**src/rtl/raycast_pkg.sv**
```systemverilog
// Shared raycaster constants, colours and the column-writer state type.
package raycast_pkg;

    localparam int          SCREEN_WIDTH_DEF  = 320;
    localparam int          SCREEN_HEIGHT_DEF = 180;
    localparam int          TEX_SIZE          = 64;
    localparam logic [7:0]  CEIL_COLOR_DEF    = 8'h01;
    localparam logic [7:0]  FLOOR_COLOR_DEF   = 8'h02;

    typedef enum logic [2:0] {
        S_IDLE,
        S_SETUP,
        S_WAIT_DIV,
        S_DRAW,
        S_DONE
    } cw_state_t;

endpackage

```
**src/rtl/column_writer_if.sv**
```systemverilog
// Column-result, framebuffer and status bundle of the column writer.
interface column_writer_if;

    logic [8:0]  hcount_ray_in;
    logic [7:0]  lineHeight_in;
    logic        wallType_in;
    logic [4:0]  mapData_in;
    logic [15:0] wallX_in;
    logic        valid_in;
    logic        ready_out;
    logic [15:0] fb_addr_out;
    logic [7:0]  fb_data_out;
    logic        fb_we_out;
    logic        fb_ready_in;
    logic [5:0]  tex_u_out;
    logic [5:0]  tex_v_out;
    logic        busy_out;
    logic        column_done_out;

    modport slave (
        input  hcount_ray_in, lineHeight_in, wallType_in,
        input  mapData_in, wallX_in, valid_in, fb_ready_in,
        output ready_out, fb_addr_out, fb_data_out, fb_we_out,
        output tex_u_out, tex_v_out, busy_out, column_done_out
    );

    modport master (
        output hcount_ray_in, lineHeight_in, wallType_in,
        output mapData_in, wallX_in, valid_in, fb_ready_in,
        input  ready_out, fb_addr_out, fb_data_out, fb_we_out,
        input  tex_u_out, tex_v_out, busy_out, column_done_out
    );

endinterface

```
**src/rtl/divu.sv**
```systemverilog
// Unsigned restoring divider: o_val = (i_a << FBITS) / i_b,
// one quotient bit per cycle, o_done pulses when o_val is ready.
module divu #(
    parameter int WIDTH = 16,
    parameter int FBITS = 8
) (
    input  logic             i_clk,
    input  logic             i_rst_n,
    input  logic             i_start,
    input  logic [WIDTH-1:0] i_a,
    input  logic [WIDTH-1:0] i_b,
    output logic             o_done,
    output logic [WIDTH-1:0] o_val
);

    localparam int N  = WIDTH + FBITS;
    localparam int CW = $clog2(N + 1);

    logic [N-1:0]     r_q;
    logic [WIDTH-1:0] r_rem;
    logic [WIDTH-1:0] r_b;
    logic [CW-1:0]    r_cnt;
    logic             r_busy;
    logic             r_done;
    logic [WIDTH:0]   w_sh;
    logic [WIDTH:0]   w_diff;

    assign w_sh   = {r_rem, r_q[N-1]};
    assign w_diff = w_sh - {1'b0, r_b};
    assign o_done = r_done;
    assign o_val  = r_q[WIDTH-1:0];

    always_ff @(posedge i_clk) begin
        if (!i_rst_n) begin
            r_q    <= '0;
            r_rem  <= '0;
            r_b    <= '0;
            r_cnt  <= '0;
            r_busy <= 1'b0;
            r_done <= 1'b0;
        end else begin
            r_done <= 1'b0;
            if (i_start) begin
                r_q    <= {i_a, {FBITS{1'b0}}};
                r_rem  <= '0;
                r_b    <= i_b;
                r_cnt  <= CW'(N);
                r_busy <= 1'b1;
            end else if (r_busy) begin
                // borrow out of the top bit means the trial subtract failed
                if (!w_diff[WIDTH]) begin
                    r_rem <= w_diff[WIDTH-1:0];
                    r_q   <= {r_q[N-2:0], 1'b1};
                end else begin
                    r_rem <= w_sh[WIDTH-1:0];
                    r_q   <= {r_q[N-2:0], 1'b0};
                end
                r_cnt <= r_cnt - CW'(1);
                if (r_cnt == CW'(1)) begin
                    r_busy <= 1'b0;
                    r_done <= 1'b1;
                end
            end
        end
    end

endmodule

```
**src/rtl/column_writer.sv**
```systemverilog
// Paints one screen column (ceiling / wall / floor) into the framebuffer.
// Optional texture coordinates: define COLUMN_WRITER_TEXTURE_EN.
module column_writer
    import raycast_pkg::*;
#(
    parameter int         SCREEN_WIDTH  = SCREEN_WIDTH_DEF,
    parameter int         SCREEN_HEIGHT = SCREEN_HEIGHT_DEF,
    parameter logic [7:0] CEIL_COLOR    = CEIL_COLOR_DEF,
    parameter logic [7:0] FLOOR_COLOR   = FLOOR_COLOR_DEF
) (
    input  logic            pixel_clk_in,
    input  logic            rst_n_in,
    column_writer_if.slave  bus
);

    localparam logic [7:0]  H8  = 8'(SCREEN_HEIGHT);
    localparam logic [15:0] W16 = 16'(SCREEN_WIDTH);

    cw_state_t   r_state;
    cw_state_t   w_next;
    logic [8:0]  r_hcount;
    logic [7:0]  r_lh;
    logic        r_wall_type;
    logic [4:0]  r_map;
    logic [7:0]  r_draw_start;
    logic [7:0]  r_draw_end;
    logic [7:0]  r_y;
    logic [15:0] r_addr;
    logic [7:0]  w_lh_clamp;
    logic [7:0]  w_ds;
    logic        w_capture;
    logic        w_accept;
    logic        w_last;
    logic        w_wall;
    logic [7:0]  w_color;
    logic        w_div_done;

    assign w_lh_clamp = (bus.lineHeight_in > H8) ? H8 : bus.lineHeight_in;
    assign w_ds       = (H8 - r_lh) >> 1;
    assign w_capture  = (r_state == S_IDLE) && bus.valid_in;
    assign w_accept   = (r_state == S_DRAW) && bus.fb_ready_in;
    assign w_last     = (r_y == H8 - 8'd1);
    assign w_wall     = (r_y >= r_draw_start) && (r_y < r_draw_end);

    always_comb begin
        w_color = FLOOR_COLOR;
        if (r_y < r_draw_start)
            w_color = CEIL_COLOR;
        else if (w_wall)
            w_color = {r_wall_type, 2'b00, r_map};
    end

`ifdef COLUMN_WRITER_TEXTURE_EN
    logic [15:0] r_acc;
    logic [15:0] r_step;
    logic [15:0] w_quo;
    logic [5:0]  r_tex_u;
    logic        w_div_start;
    logic        w_unused_wx;

    assign w_div_start = (r_state == S_SETUP) && (r_lh != 8'd0);
    assign w_unused_wx = ^{bus.wallX_in[15:8], bus.wallX_in[1:0]};

    divu #(
        .WIDTH(16),
        .FBITS(8)
    ) u_divu (
        .i_clk   (pixel_clk_in),
        .i_rst_n (rst_n_in),
        .i_start (w_div_start),
        .i_a     (16'(TEX_SIZE)),
        .i_b     ({8'd0, r_lh}),
        .o_done  (w_div_done),
        .o_val   (w_quo)
    );

    always_ff @(posedge pixel_clk_in) begin
        if (!rst_n_in) begin
            r_acc   <= '0;
            r_step  <= '0;
            r_tex_u <= '0;
        end else begin
            if (w_capture)
                r_tex_u <= bus.wallX_in[7:2];
            if (r_state == S_SETUP)
                r_acc <= '0;
            if ((r_state == S_WAIT_DIV) && w_div_done)
                r_step <= w_quo;
            if (w_accept && w_wall)
                r_acc <= r_acc + r_step;
        end
    end

    assign bus.tex_u_out = (r_state == S_DRAW) ? r_tex_u : 6'd0;
    assign bus.tex_v_out = (r_state == S_DRAW) ? r_acc[13:8] : 6'd0;
`else
    logic w_unused_wx;

    assign w_unused_wx   = ^bus.wallX_in;
    assign w_div_done    = 1'b1;
    assign bus.tex_u_out = 6'd0;
    assign bus.tex_v_out = 6'd0;
`endif

    always_ff @(posedge pixel_clk_in) begin
        if (!rst_n_in)
            r_state <= S_IDLE;
        else
            r_state <= w_next;
    end

    always_comb begin
        w_next = r_state;
        unique case (r_state)
            S_IDLE:
                if (w_capture)
                    w_next = S_SETUP;
            S_SETUP: begin
`ifdef COLUMN_WRITER_TEXTURE_EN
                // a zero-height wall has no rows to texture
                w_next = (r_lh == 8'd0) ? S_DRAW : S_WAIT_DIV;
`else
                w_next = S_DRAW;
`endif
            end
            S_WAIT_DIV:
                if (w_div_done)
                    w_next = S_DRAW;
            S_DRAW:
                if (w_accept && w_last)
                    w_next = S_DONE;
            S_DONE:
                w_next = S_IDLE;
            default:
                w_next = S_IDLE;
        endcase
    end

    always_comb begin
        bus.ready_out       = (r_state == S_IDLE);
        bus.busy_out        = (r_state != S_IDLE);
        bus.fb_we_out       = (r_state == S_DRAW);
        bus.column_done_out = (r_state == S_DONE);
        bus.fb_addr_out     = (r_state == S_DRAW) ? r_addr : 16'd0;
        bus.fb_data_out     = (r_state == S_DRAW) ? w_color : 8'd0;
    end

    always_ff @(posedge pixel_clk_in) begin
        if (!rst_n_in) begin
            r_hcount     <= '0;
            r_lh         <= '0;
            r_wall_type  <= 1'b0;
            r_map        <= '0;
            r_draw_start <= '0;
            r_draw_end   <= '0;
            r_y          <= '0;
            r_addr       <= '0;
        end else begin
            if (w_capture) begin
                r_hcount    <= bus.hcount_ray_in;
                r_lh        <= w_lh_clamp;
                r_wall_type <= bus.wallType_in;
                r_map       <= bus.mapData_in;
            end
            if (r_state == S_SETUP) begin
                r_draw_start <= w_ds;
                r_draw_end   <= w_ds + r_lh;
                r_y          <= '0;
                r_addr       <= {7'd0, r_hcount};
            end
            if (w_accept) begin
                r_y    <= r_y + 8'd1;
                r_addr <= r_addr + W16;
            end
        end
    end

endmodule
```
**src/flat_wrapper.sv**
```systemverilog
// flat-port wrapper written by rule: the top's interface ports become plain ports
module column_writer_flat import raycast_pkg::*;
#(
    parameter int         SCREEN_WIDTH  = SCREEN_WIDTH_DEF,
    parameter int         SCREEN_HEIGHT = SCREEN_HEIGHT_DEF,
    parameter logic [7:0] CEIL_COLOR    = CEIL_COLOR_DEF,
    parameter logic [7:0] FLOOR_COLOR   = FLOOR_COLOR_DEF
)
  (pixel_clk_in, rst_n_in, bus_hcount_ray_in, bus_lineHeight_in, bus_wallType_in, bus_mapData_in, bus_wallX_in, bus_valid_in, bus_fb_ready_in, bus_ready_out, bus_fb_addr_out, bus_fb_data_out, bus_fb_we_out, bus_tex_u_out, bus_tex_v_out, bus_busy_out, bus_column_done_out);
  column_writer_if bus_i ();
  input  logic pixel_clk_in;
  input  logic rst_n_in;
  input wire logic [$bits(bus_i.hcount_ray_in)-1:0] bus_hcount_ray_in;
  input wire logic [$bits(bus_i.lineHeight_in)-1:0] bus_lineHeight_in;
  input wire logic [$bits(bus_i.wallType_in)-1:0] bus_wallType_in;
  input wire logic [$bits(bus_i.mapData_in)-1:0] bus_mapData_in;
  input wire logic [$bits(bus_i.wallX_in)-1:0] bus_wallX_in;
  input wire logic [$bits(bus_i.valid_in)-1:0] bus_valid_in;
  input wire logic [$bits(bus_i.fb_ready_in)-1:0] bus_fb_ready_in;
  output wire logic [$bits(bus_i.ready_out)-1:0] bus_ready_out;
  output wire logic [$bits(bus_i.fb_addr_out)-1:0] bus_fb_addr_out;
  output wire logic [$bits(bus_i.fb_data_out)-1:0] bus_fb_data_out;
  output wire logic [$bits(bus_i.fb_we_out)-1:0] bus_fb_we_out;
  output wire logic [$bits(bus_i.tex_u_out)-1:0] bus_tex_u_out;
  output wire logic [$bits(bus_i.tex_v_out)-1:0] bus_tex_v_out;
  output wire logic [$bits(bus_i.busy_out)-1:0] bus_busy_out;
  output wire logic [$bits(bus_i.column_done_out)-1:0] bus_column_done_out;
  assign bus_i.hcount_ray_in = bus_hcount_ray_in;
  assign bus_i.lineHeight_in = bus_lineHeight_in;
  assign bus_i.wallType_in = bus_wallType_in;
  assign bus_i.mapData_in = bus_mapData_in;
  assign bus_i.wallX_in = bus_wallX_in;
  assign bus_i.valid_in = bus_valid_in;
  assign bus_i.fb_ready_in = bus_fb_ready_in;
  assign bus_ready_out = bus_i.ready_out;
  assign bus_fb_addr_out = bus_i.fb_addr_out;
  assign bus_fb_data_out = bus_i.fb_data_out;
  assign bus_fb_we_out = bus_i.fb_we_out;
  assign bus_tex_u_out = bus_i.tex_u_out;
  assign bus_tex_v_out = bus_i.tex_v_out;
  assign bus_busy_out = bus_i.busy_out;
  assign bus_column_done_out = bus_i.column_done_out;
  column_writer #(.SCREEN_WIDTH(SCREEN_WIDTH), .SCREEN_HEIGHT(SCREEN_HEIGHT), .CEIL_COLOR(CEIL_COLOR), .FLOOR_COLOR(FLOOR_COLOR)) u_core (.pixel_clk_in(pixel_clk_in), .rst_n_in(rst_n_in), .bus(bus_i));
endmodule
```
**config.mk**
```make
export PLATFORM = sky130hd
export DESIGN_NAME = column_writer_flat
export DESIGN_NICKNAME = d
export VERILOG_FILES = /design/src/rtl/raycast_pkg.sv /design/src/rtl/column_writer_if.sv /design/src/rtl/divu.sv /design/src/rtl/column_writer.sv /design/src/flat_wrapper.sv
export SDC_FILE = /design/constraint.sdc
export NUM_CORES = 1
export LEC_CHECK = 0
export CORE_MARGIN = 3
export CORE_UTILIZATION = 51
export DETAILED_ROUTE_END_ITERATION = 10
export PLACE_DENSITY = 0.8
export SYNTH_ARGS = -nofsm -noshare
export SYNTH_HDL_FRONTEND = slang
export SYNTH_SLANG_ARGS = --single-unit
export TNS_END_PERCENT = 5
```
**constraint.sdc**
```tcl
create_clock -name pixel_clk_in -period 3.1 [get_ports pixel_clk_in]
set_input_delay 0.62 -clock pixel_clk_in [delete_from_list [all_inputs] [get_ports pixel_clk_in]]
set_output_delay 0.62 -clock pixel_clk_in [all_outputs]
set_load 0.02 [all_outputs]
```
==> results of run 1 <==
## tightest hold or removal path: stages, from the launching register on
cell and delay (ns):
dfxtp_1 0.31, nand2_1 0.05, a21boi_0 0.06
## power by group
| part | internal [W] | switching, W |
|---|---|---|
| sequential | 0.000898 | 0.0000474 |
| combinational | 0.000232 | 0.000328 |
| clock | 0.000533 | 0.000337 |
## Yosys cell counts (3+ instances only)
library cell,count
clkbuf_1,10
a21o_1,4
o21a_1,3
and3_1,3
ha_1,23
and2_1,26
nand3b_1,3
a31oi_1,3
buf_2,7
nand4_1,3
or3_1,4
o211a_1,3
a21boi_0,30
xor2_1,3
o21ai_0,19
o221a_2,4
nand2_1,80
nor3b_1,3
mux2i_1,6
dfxtp_1,65
o211ai_1,7
nor3_1,3
nor4_1,4
nor2b_1,6
inv_1,25
a21oi_1,20
buf_4,21
nor2_1,17
nand3_1,19
xnor2_1,9
## how the worst min path moves through the flow
stage                                          startpoint                             to  slack, ns  cells past startpoint
final                     u_core.r_hcount[5]$_SDFFE_PN0P_  u_core.r_addr[5]$_SDFFE_PN0P_       0.46                      2
after floorplan             u_core.r_addr[0]$_SDFFE_PN0P_  u_core.r_addr[0]$_SDFFE_PN0P_       0.44                      2
after detailed placement  u_core.r_hcount[5]$_SDFFE_PN0P_  u_core.r_addr[5]$_SDFFE_PN0P_       0.46                      2
after CTS                 u_core.r_hcount[5]$_SDFFE_PN0P_  u_core.r_addr[5]$_SDFFE_PN0P_       0.47                      2
after global routing        u_core.r_addr[0]$_SDFFE_PN0P_  u_core.r_addr[0]$_SDFFE_PN0P_       0.49                      2
after global placement      u_core.r_addr[0]$_SDFFE_PN0P_  u_core.r_addr[0]$_SDFFE_PN0P_       0.44                      2
## metal layers
metal  wire length, µm  vias to the layer above
li1                  -                     1690
met1              3930                     1534
met2              4120                       87
met3               417                       19
met4               198                        0
met5                 0                        -
## cells by family after synthesis
group / share of synthesized area (%)
other: 0.0970
buffers and inverters: 8.96
xor gates and xnor gates: 2.72
and+or+nand+nor: 24.6
adders and majority gates: 7.96
muxes: 1.55
DFF: 33.7
AOI/OAI and AO/OA: 20.5
## registers in the layout (all words and copies together), names as in the netlist
name and cells:
u_core.r_addr 16, u_core.r_hcount 9, u_core.r_draw_end 8, u_core.r_lh 8, u_core.r_y 8, u_core.r_draw_start 7, u_core.r_map 5, u_core.r_state 3
u_core.r_wall_type 1
## per-stage QoR
| stage | TNS, ns | instances | utilization [%] | power (W) |
|---|---|---|---|---|
| after floorplan | 0 | 483 | - | 0.00137 |
| after global placement | 0 | 604 | 60.0 | 0.00148 |
| after detailed placement | 0 | 604 | 60.0 | 0.00149 |
| after CTS | -0.198 | 620 | 63.3 | 0.00237 |
| after global routing | -0.160 | 621 | 63.6 | 0.00250 |
| final | 0 | 621 | 63.6 | 0.00238 |
## repair_timing
action	in CTS	in global routing
setup endpoints to repair	6	6
gates resized for setup	5	15
buffers inserted	0	1
pin swaps	0	1
## layout make-up
type | count | share of cell area [%]
inverters | 25 | 2.02
multi-input cells | 353 | 49.3
repair buffers | 63 | 12.7
clock buffers | 9 | 2.67
flip-flops and latches | 65 | 28.1
clock inverters | 7 | 2.56
well taps | 99 | 2.67
==> metrics.txt, run 1 <==
synthesized cell area slightly below 4000 µm²; LEAKAGE ~1.9 nW; R2R cell count 10; Detailed Route WL 8660 µm; grt ovf 0; chip height 93.1 µm; Initial Util a little over half; pwr/cell area between 500 and 600 nW/µm²; crit path capture type output port; Area Growth Syn to Fin 19.9%; CP Launch Type flip-flop; CP top delay family compound AO/OA/AOI/OAI gates; Place WS about 0.17 ns; placed cell area between 4000 and 5000 µm²; TritonCTS clock tree yes; RD Place Congestion approximately 0.86; Tcrit/Tclk final 97.4%; Max Slew Vio Count 0; H-tree Lvls 3; synthesized flop and latch total 65; layout cell share with drive strength beyond 1 9.00%; total of max-cap violations 0; Clk Latency, worst-skew pair between 0.3 and 0.4 ns; GRT Util Overall about a fifth; Main synth FF type dfxtp_1; Fin. Hold Viols 0; Syn Inst Count 470; Setup WS post-layout about 0.08 ns; CP Buf/Inv Count 2; root buf cell clkbuf_8; Worst Skew about 0.0068 ns; ordered list of cells on the worst path inv_1 -> ha_1 -> a21oi_1 -> nor2_1 -> a211oi_1 -> o21ai_2 -> nor4_1 -> dlygate4sd2_1; io pins 83; DRC violations left 0; Setup Viol. Count Final 0; vias per inst 5.36; CTS Buffer Depth 2; YS warnings 0; register area share after synthesis 33.7%; Clock transition at path regs around 0.070 ns; WP depth 8; Critical Path End bus_fb_data_out[7]; Vias 3330; area occupied by registers between 1000 and 1500 µm²; die area 8660 µm²; Final HPWL DP 6220 µm; CP startpoint u_core.r_draw_end[5]$_SDFFE_PN0P_; M3 GR Usage 5.39%; Die X about 93 µm; status complete, no violations; grt met2 use roughly 32%; Antenna diodes 0; DR WL/cell 14.0 µm; reg-to-reg startpoint u_core.r_lh[1]$_SDFFE_PN0P_; DRT iter0 DRCs 249; largest cells by area after synthesis dfxtp_1 (34%), nand2_1 (7.8%), ha_1 (7.4%); Fillers 651; WS Path Type flip-flop to output port; clock buffer count from CTS 9; RSZ-0062 raised after global routing yes; Peak VDD IR approximately 0.00042 V; RR Endpoint u_core.r_draw_end[7]$_SDFFE_PN0P_; fmax about 330 MHz; Core Area 7290 µm²; commonest non-fill, non-tap cell in the layout nand2_1; GR peak layer met2; initial antenna violation count 0; Multi-input gate area 2280 µm²; first-pass GRT wire length between 10000 and 15000 µm; Worst slew margin between 40% and 50%; Worst Tran Pin Value ~0.87 ns; nets between 500 and 600; Rows 31; CP Max Fanout 5; met1 usage 25.6%; Max stage delay cell, worst path dlygate4sd2_1; R2R Setup Slk 0.27 ns; port buffer count 52; vias in the first global route 3118; cell taking the most area after synthesis dfxtp_1; most frequent cells in the layout nand2_1 (80), dfxtp_1 (65), clkdlybuf4s50_1 (45); largest net degree at the start of global routing 58; Min Clock Period, post-route 3.02 ns; top cell type's share of synthesized area roughly 34%; Hold WC Path Type flip-flop to flip-flop; DRT Pass-1 Iters 5; CP max stage delay around 0.37 ns; Finished Cell Area 4640 µm²; Yosys cell types between 50 and 60; number of buffers inserted by hold repair at cts 0; Req. time, crit path 2.48 ns; Post-synth EDFFs 0; # clock sinks 65; Mean Syn Cell Area 8.23 µm²; worst hold slack approximately 0.46 ns; arrival time worst endpoint between 2 and 2.5 ns; ys async rst share 0%; Antenna Nets Post-Route 0
Power figures use the tool's default switching activity.
==> run 2, diff against run 1 <==
Settings changed: CORE_ASPECT_RATIO from default to 0.5, REMOVE_ABC_BUFFERS from default to 1.
==> metrics.txt, run 2 (synthesis results as in run 1) <==
Tcrit/Tclk final 95.6%; vias per inst 5.31; setup bufs post-CTS 0; DRT Pass-1 Iters 4; Area Growth Syn to Fin 21.3%; nets roughly 590; biggest regs u_core.r_addr: 16 flops, u_core.r_hcount: 9 flops; crit path capture type output port; Die X roughly 130 µm; Antenna Nets Post-Route 0; RD Place Congestion 0.772; Min Clock Period, post-route a little under 3 ns; Rows 21; fmax 337 MHz; largest reg by FF count u_core.r_addr; # clock sinks 65; initial antenna violation count 0; status complete, no violations; port buffer count 52; Req. time, crit path ~2.5 ns; DR WL/cell approximately 13 µm; Worst Skew approximately 0.0067 ns; Initial Util between 50% and 60%; Place WS between 0.15 and 0.2 ns; RSZ-0062 raised after global routing yes; pwr/cell area roughly 520 nW/µm²; TritonCTS clock tree yes; DRT iter0 DRCs 143; Fin. Hold Viols 0; vias in the first global route 2875; Setup WS post-layout 0.137 ns; Worst slew margin around three fifths; commonest non-fill, non-tap cell in the layout nand2_1; most frequent cells in the layout nand2_1 (80), dfxtp_1 (65), clkdlybuf4s50_1 (45); dpl cells roughly 600; Final HPWL DP ~5900 µm; total of max-cap violations 0; GRT Util Overall around a fifth; Max Slew Vio Count 0; grt ovf 0; Hold EP u_core.r_addr[5]$_SDFFE_PN0P_; largest net degree at the start of global routing 28; RR Endpoint u_core.r_draw_end[7]$_SDFFE_PN0P_; die area between 8000 and 9000 µm²; CP Max Fanout 4; Detailed Route WL around 8200 µm; Peak VDD IR 0.000321 V; Clock transition at path regs about 0.05 ns; CP Buf/Inv Count 1; H-tree Lvls 3; Setup Viol. Count Final 0; Vias roughly 3300; Antenna diodes 0; R2R Setup Slk about 0.35 ns; CP Launch Type flip-flop; final non-filler cell total between 600 and 700; reg-to-reg startpoint u_core.r_lh[1]$_SDFFE_PN0P_; io pins 83; Worst Tran Pin Value between 0.5 and 0.6 ns; LEAKAGE 1.97 nW; CP max stage delay approximately 0.37 ns; Max stage delay cell, worst path dlygate4sd2_1; ordered list of cells on the worst path ha_1 -> a21o_1 -> a211o_1 -> or3_1 -> o21ai_0 -> dlygate4sd2_1; first-pass GRT wire length between 10000 and 15000 µm; DRC violations left 0; chip height 67.6 µm; Hold Crit Depth 2; Hold WC Path Type flip-flop to flip-flop; final core occ 66.8%; total power 0.00244 W; arrival time worst endpoint 2.34 ns; Clk Latency, worst-skew pair roughly 0.33 ns; clock buffer count from CTS 9; R2R cell count 10; layout cell share with drive strength beyond 1 8.78%; WS Path Type flip-flop to output port; Core Area around 7000 µm²; CTS Buffer Depth 2; max reg flops 16; root buf cell clkbuf_16; CP top delay family compound AO/OA/AOI/OAI gates; Worst Min Path Start u_core.r_addr[5]$_SDFFE_PN0P_
-- run 2: cell type report --
cell class / instances / area [µm²]
clock buffer: 13 / 270
fill: 614 / 2330
clock inverter: 2 / 12.5
timing repair buffer: 66 / 617
multi-input combinational: 353 / 2280
tap: 92 / 115
inverter: 25 / 93.8
sequential: 65 / 1300
-- run 2: what timing repair did --
item | CTS | global route
hold buffers | 0 | 0
endpoints found under the setup margin | 6 | 3
resized for setup | 7 | 3
-- run 2: power breakdown --
part / switching (W) / internal [W] / total (W)
clock: 0.000340 / 0.000600 / 0.000940
sequential: 0.0000419 / 0.000900 / 0.000942
combinational: 0.000324 / 0.000231 / 0.000554
-- run 2: worst max path at each step --
stage | start | to | slack, ns | depth (start not counted)
6_report | u_core.r_y[5]$_SDFFE_PN0P_ | bus_fb_data_out[0] | 0.14 | 6
5_1_grt | u_core.r_y[0]$_SDFFE_PN0P_ | bus_fb_data_out[2] | -0.007 | 9
4_1_cts | u_core.r_draw_start[5]$_SDFFE_PN0P_ | bus_fb_data_out[1] | 0.01 | 7
3_5_place_dp | u_core.r_draw_end[5]$_SDFFE_PN0P_ | bus_fb_data_out[2] | 0.15 | 8
3_3_place_gp | u_core.r_y[6]$_SDFFE_PN0P_ | bus_fb_data_out[4] | 0.22 | 7
2_1_floorplan | u_core.r_state[1]$_SDFFE_PN0P_ | bus_fb_data_out[2] | 0.35 | 5
-- run 2: through the flow --
stage | setup TNS (ns) | instance area [µm²] | hold slack [ns]
after CTS | 0 | 4680 | 0.460
after global routing | -0.00655 | 4690 | 0.478
after detailed placement | 0 | 4400 | 0.453
after floorplan | 0 | 3660 | 0.439
after global placement | 0 | 4400 | 0.448
final | 0 | 4690 | 0.456
-- run 2: routing by layer --
layer	vias up	GRT usage, %	part of all wire (%)
li1	1694	-	-
met1	1485	24.5	47
met2	83	32.9	45
met3	6	6.00	6.8
met4	0	6.94	1.0
met5	-	0	0
-- run 2: worst min-delay path, stage by stage, from the launching register on --
cell and delay, ns:
dfxtp_1 0.30, nand2_1 0.04, a21boi_0 0.06
==> run 3, diff against run 2 <==
Settings changed: CTS_BUF_LIST from default to sky130_fd_sc_hd__clkbuf_16.
==> metrics.txt, run 3 (synthesis results as in run 1) <==
# clock sinks 65; Tcrit/Tclk final a little over nine tenths; CP Launch Type flip-flop; pwr/cell area roughly 510 nW/µm²; Min Clock Period, post-route 2.96 ns; Worst Skew 0.00932 ns; ordered list of cells on the worst path inv_1 -> ha_1 -> a21o_1 -> a211o_1 -> or3_1 -> o21ai_0 -> dlygate4sd2_1; number of buffers inserted by hold repair at cts 0; Hold WC Path Type flip-flop to flip-flop; Req. time, crit path about 2.5 ns; Worst Tran Pin Value 0.575 ns; H-tree Lvls 3; layout cell share with drive strength beyond 1 under 10%; vias per inst about 5.3; Peak VDD IR around 0.00032 V; Setup WS post-layout between 0.1 and 0.15 ns; CTS Buffer Depth 2; Fin. Hold Viols 0; chip height 67.6 µm; TritonCTS clock tree yes; CP Max Fanout 4; die area roughly 8700 µm²; Antenna Nets Post-Route 0; Max Slew Vio Count 0; arrival time worst endpoint between 2 and 2.5 ns; root buf cell clkbuf_16; Max stage delay cell, worst path dlygate4sd2_1; initial antenna violation count 0; CP max stage delay about 0.37 ns; clock buffer count from CTS 9; largest reg by FF count u_core.r_addr; final core occ approximately 66%; biggest regs u_core.r_addr: 16 flops, u_core.r_hcount: 9 flops; CP top delay family compound AO/OA/AOI/OAI gates; status complete, no violations; Place WS 0.154 ns; crit path capture type output port; GRT Util Overall around a fifth; Setup Viol. Count Final 0; max reg flops 16; io pins between 80 and 90; setup bufs post-CTS 0; Worst slew margin approximately 62%; Clock transition at path regs around 0.050 ns; nets between 500 and 600; Core Area 7020 µm²; Rows 21; vias in the first global route between 2000 and 3000; DRT Pass-1 Iters 4; Detailed Route WL between 8000 and 9000 µm; total of max-cap violations 0; most frequent cells in the layout nand2_1 (80), dfxtp_1 (65), clkdlybuf4s50_1 (45); first-pass GRT wire length between 10000 and 15000 µm; Die X approximately 130 µm; commonest non-fill, non-tap cell in the layout nand2_1; Area Growth Syn to Fin 20.5%; fmax about 340 MHz; largest net degree at the start of global routing 28; Initial Util roughly 55%; Final HPWL DP between 5000 and 6000 µm; CP Buf/Inv Count 2; DRC violations left 0; port buffer count 52; DRT iter0 DRCs 156; Vias approximately 3300; DR WL/cell 13.1 µm; grt ovf 0; Fillers between 600 and 700; RSZ-0062 raised after global routing yes; LEAKAGE slightly below 2 nW; RD Place Congestion between 0.7 and 0.8; Clk Latency, worst-skew pair approximately 0.34 ns; WS Path Type flip-flop to output port; Antenna diodes 0
## run 3: path summary, 6_finish.rpt
path	endpoint	slack, ns	startpoint	cells after the start
max	bus_fb_data_out[0]	0.14	u_core.r_draw_start[5]$_SDFFE_PN0P_	7
min	u_core.r_addr[5]$_SDFFE_PN0P_	0.46	u_core.r_addr[5]$_SDFFE_PN0P_	2
max reg2reg	u_core.r_draw_end[7]$_SDFFE_PN0P_	0.34	u_core.r_lh[1]$_SDFFE_PN0P_	10
min reg2reg	u_core.r_addr[5]$_SDFFE_PN0P_	0.46	u_core.r_addr[5]$_SDFFE_PN0P_	2
## run 3: through the flow
step           TNS (ns)  area, µm²  cells  hold slack [ns]  total power, W
2_1_floorplan         0       3660    443            0.439         0.00131
6_report              0       4660    616            0.456         0.00236
3_5_place_dp          0       4400    601            0.453         0.00151
4_1_cts               0       4650    616            0.460         0.00237
5_1_grt        -0.00620       4660    616            0.478         0.00249
3_3_place_gp          0       4400    601            0.448         0.00149
## run 3: cell type report
class	count	area, µm²	share of cell area, %
timing repair buffer	66	617	13.2
inverter	25	93.8	2.01
clock inverter	6	27.5	0.591
clock buffer	9	225	4.83
sequential	65	1300	27.9
multi-input combinational	353	2280	48.9
tap	92	115	2.47
## run 3: repair_timing
action                                 4_1_cts  5_1_grt
gates resized for setup                      7        3
setup endpoints to repair                    6        3
endpoints found under the hold margin        0        0
## run 3: worst register-to-register path, cell delays in order, from the launching register on
cell      delay (ns)
dfxtp_1         0.42
inv_1           0.09
ha_1            0.23
and2b_1         0.31
o211ai_1        0.13
xnor2_1         0.29
ha_1            0.36
a21o_1          0.20
a221oi_2        0.30
nor4b_1         0.09
a211o_1         0.23
## run 3: layer usage
| metal | part of all wire [%] | GRT usage [%] |
|---|---|---|
| met1 | 49 | 24.2 |
| met2 | 44 | 32.2 |
| met3 | 6.4 | 6.00 |
| met4 | 1.2 | 6.94 |
| met5 | 0 | 0 |
## run 3: power breakdown
group	switching, W	leakage (nW)	total, W	internal, W
Sequential	0.0000418	0.530	0.000942	0.000901
Clock	0.000343	0.125	0.000865	0.000522
Combinational	0.000322	1.30	0.000553	0.000231
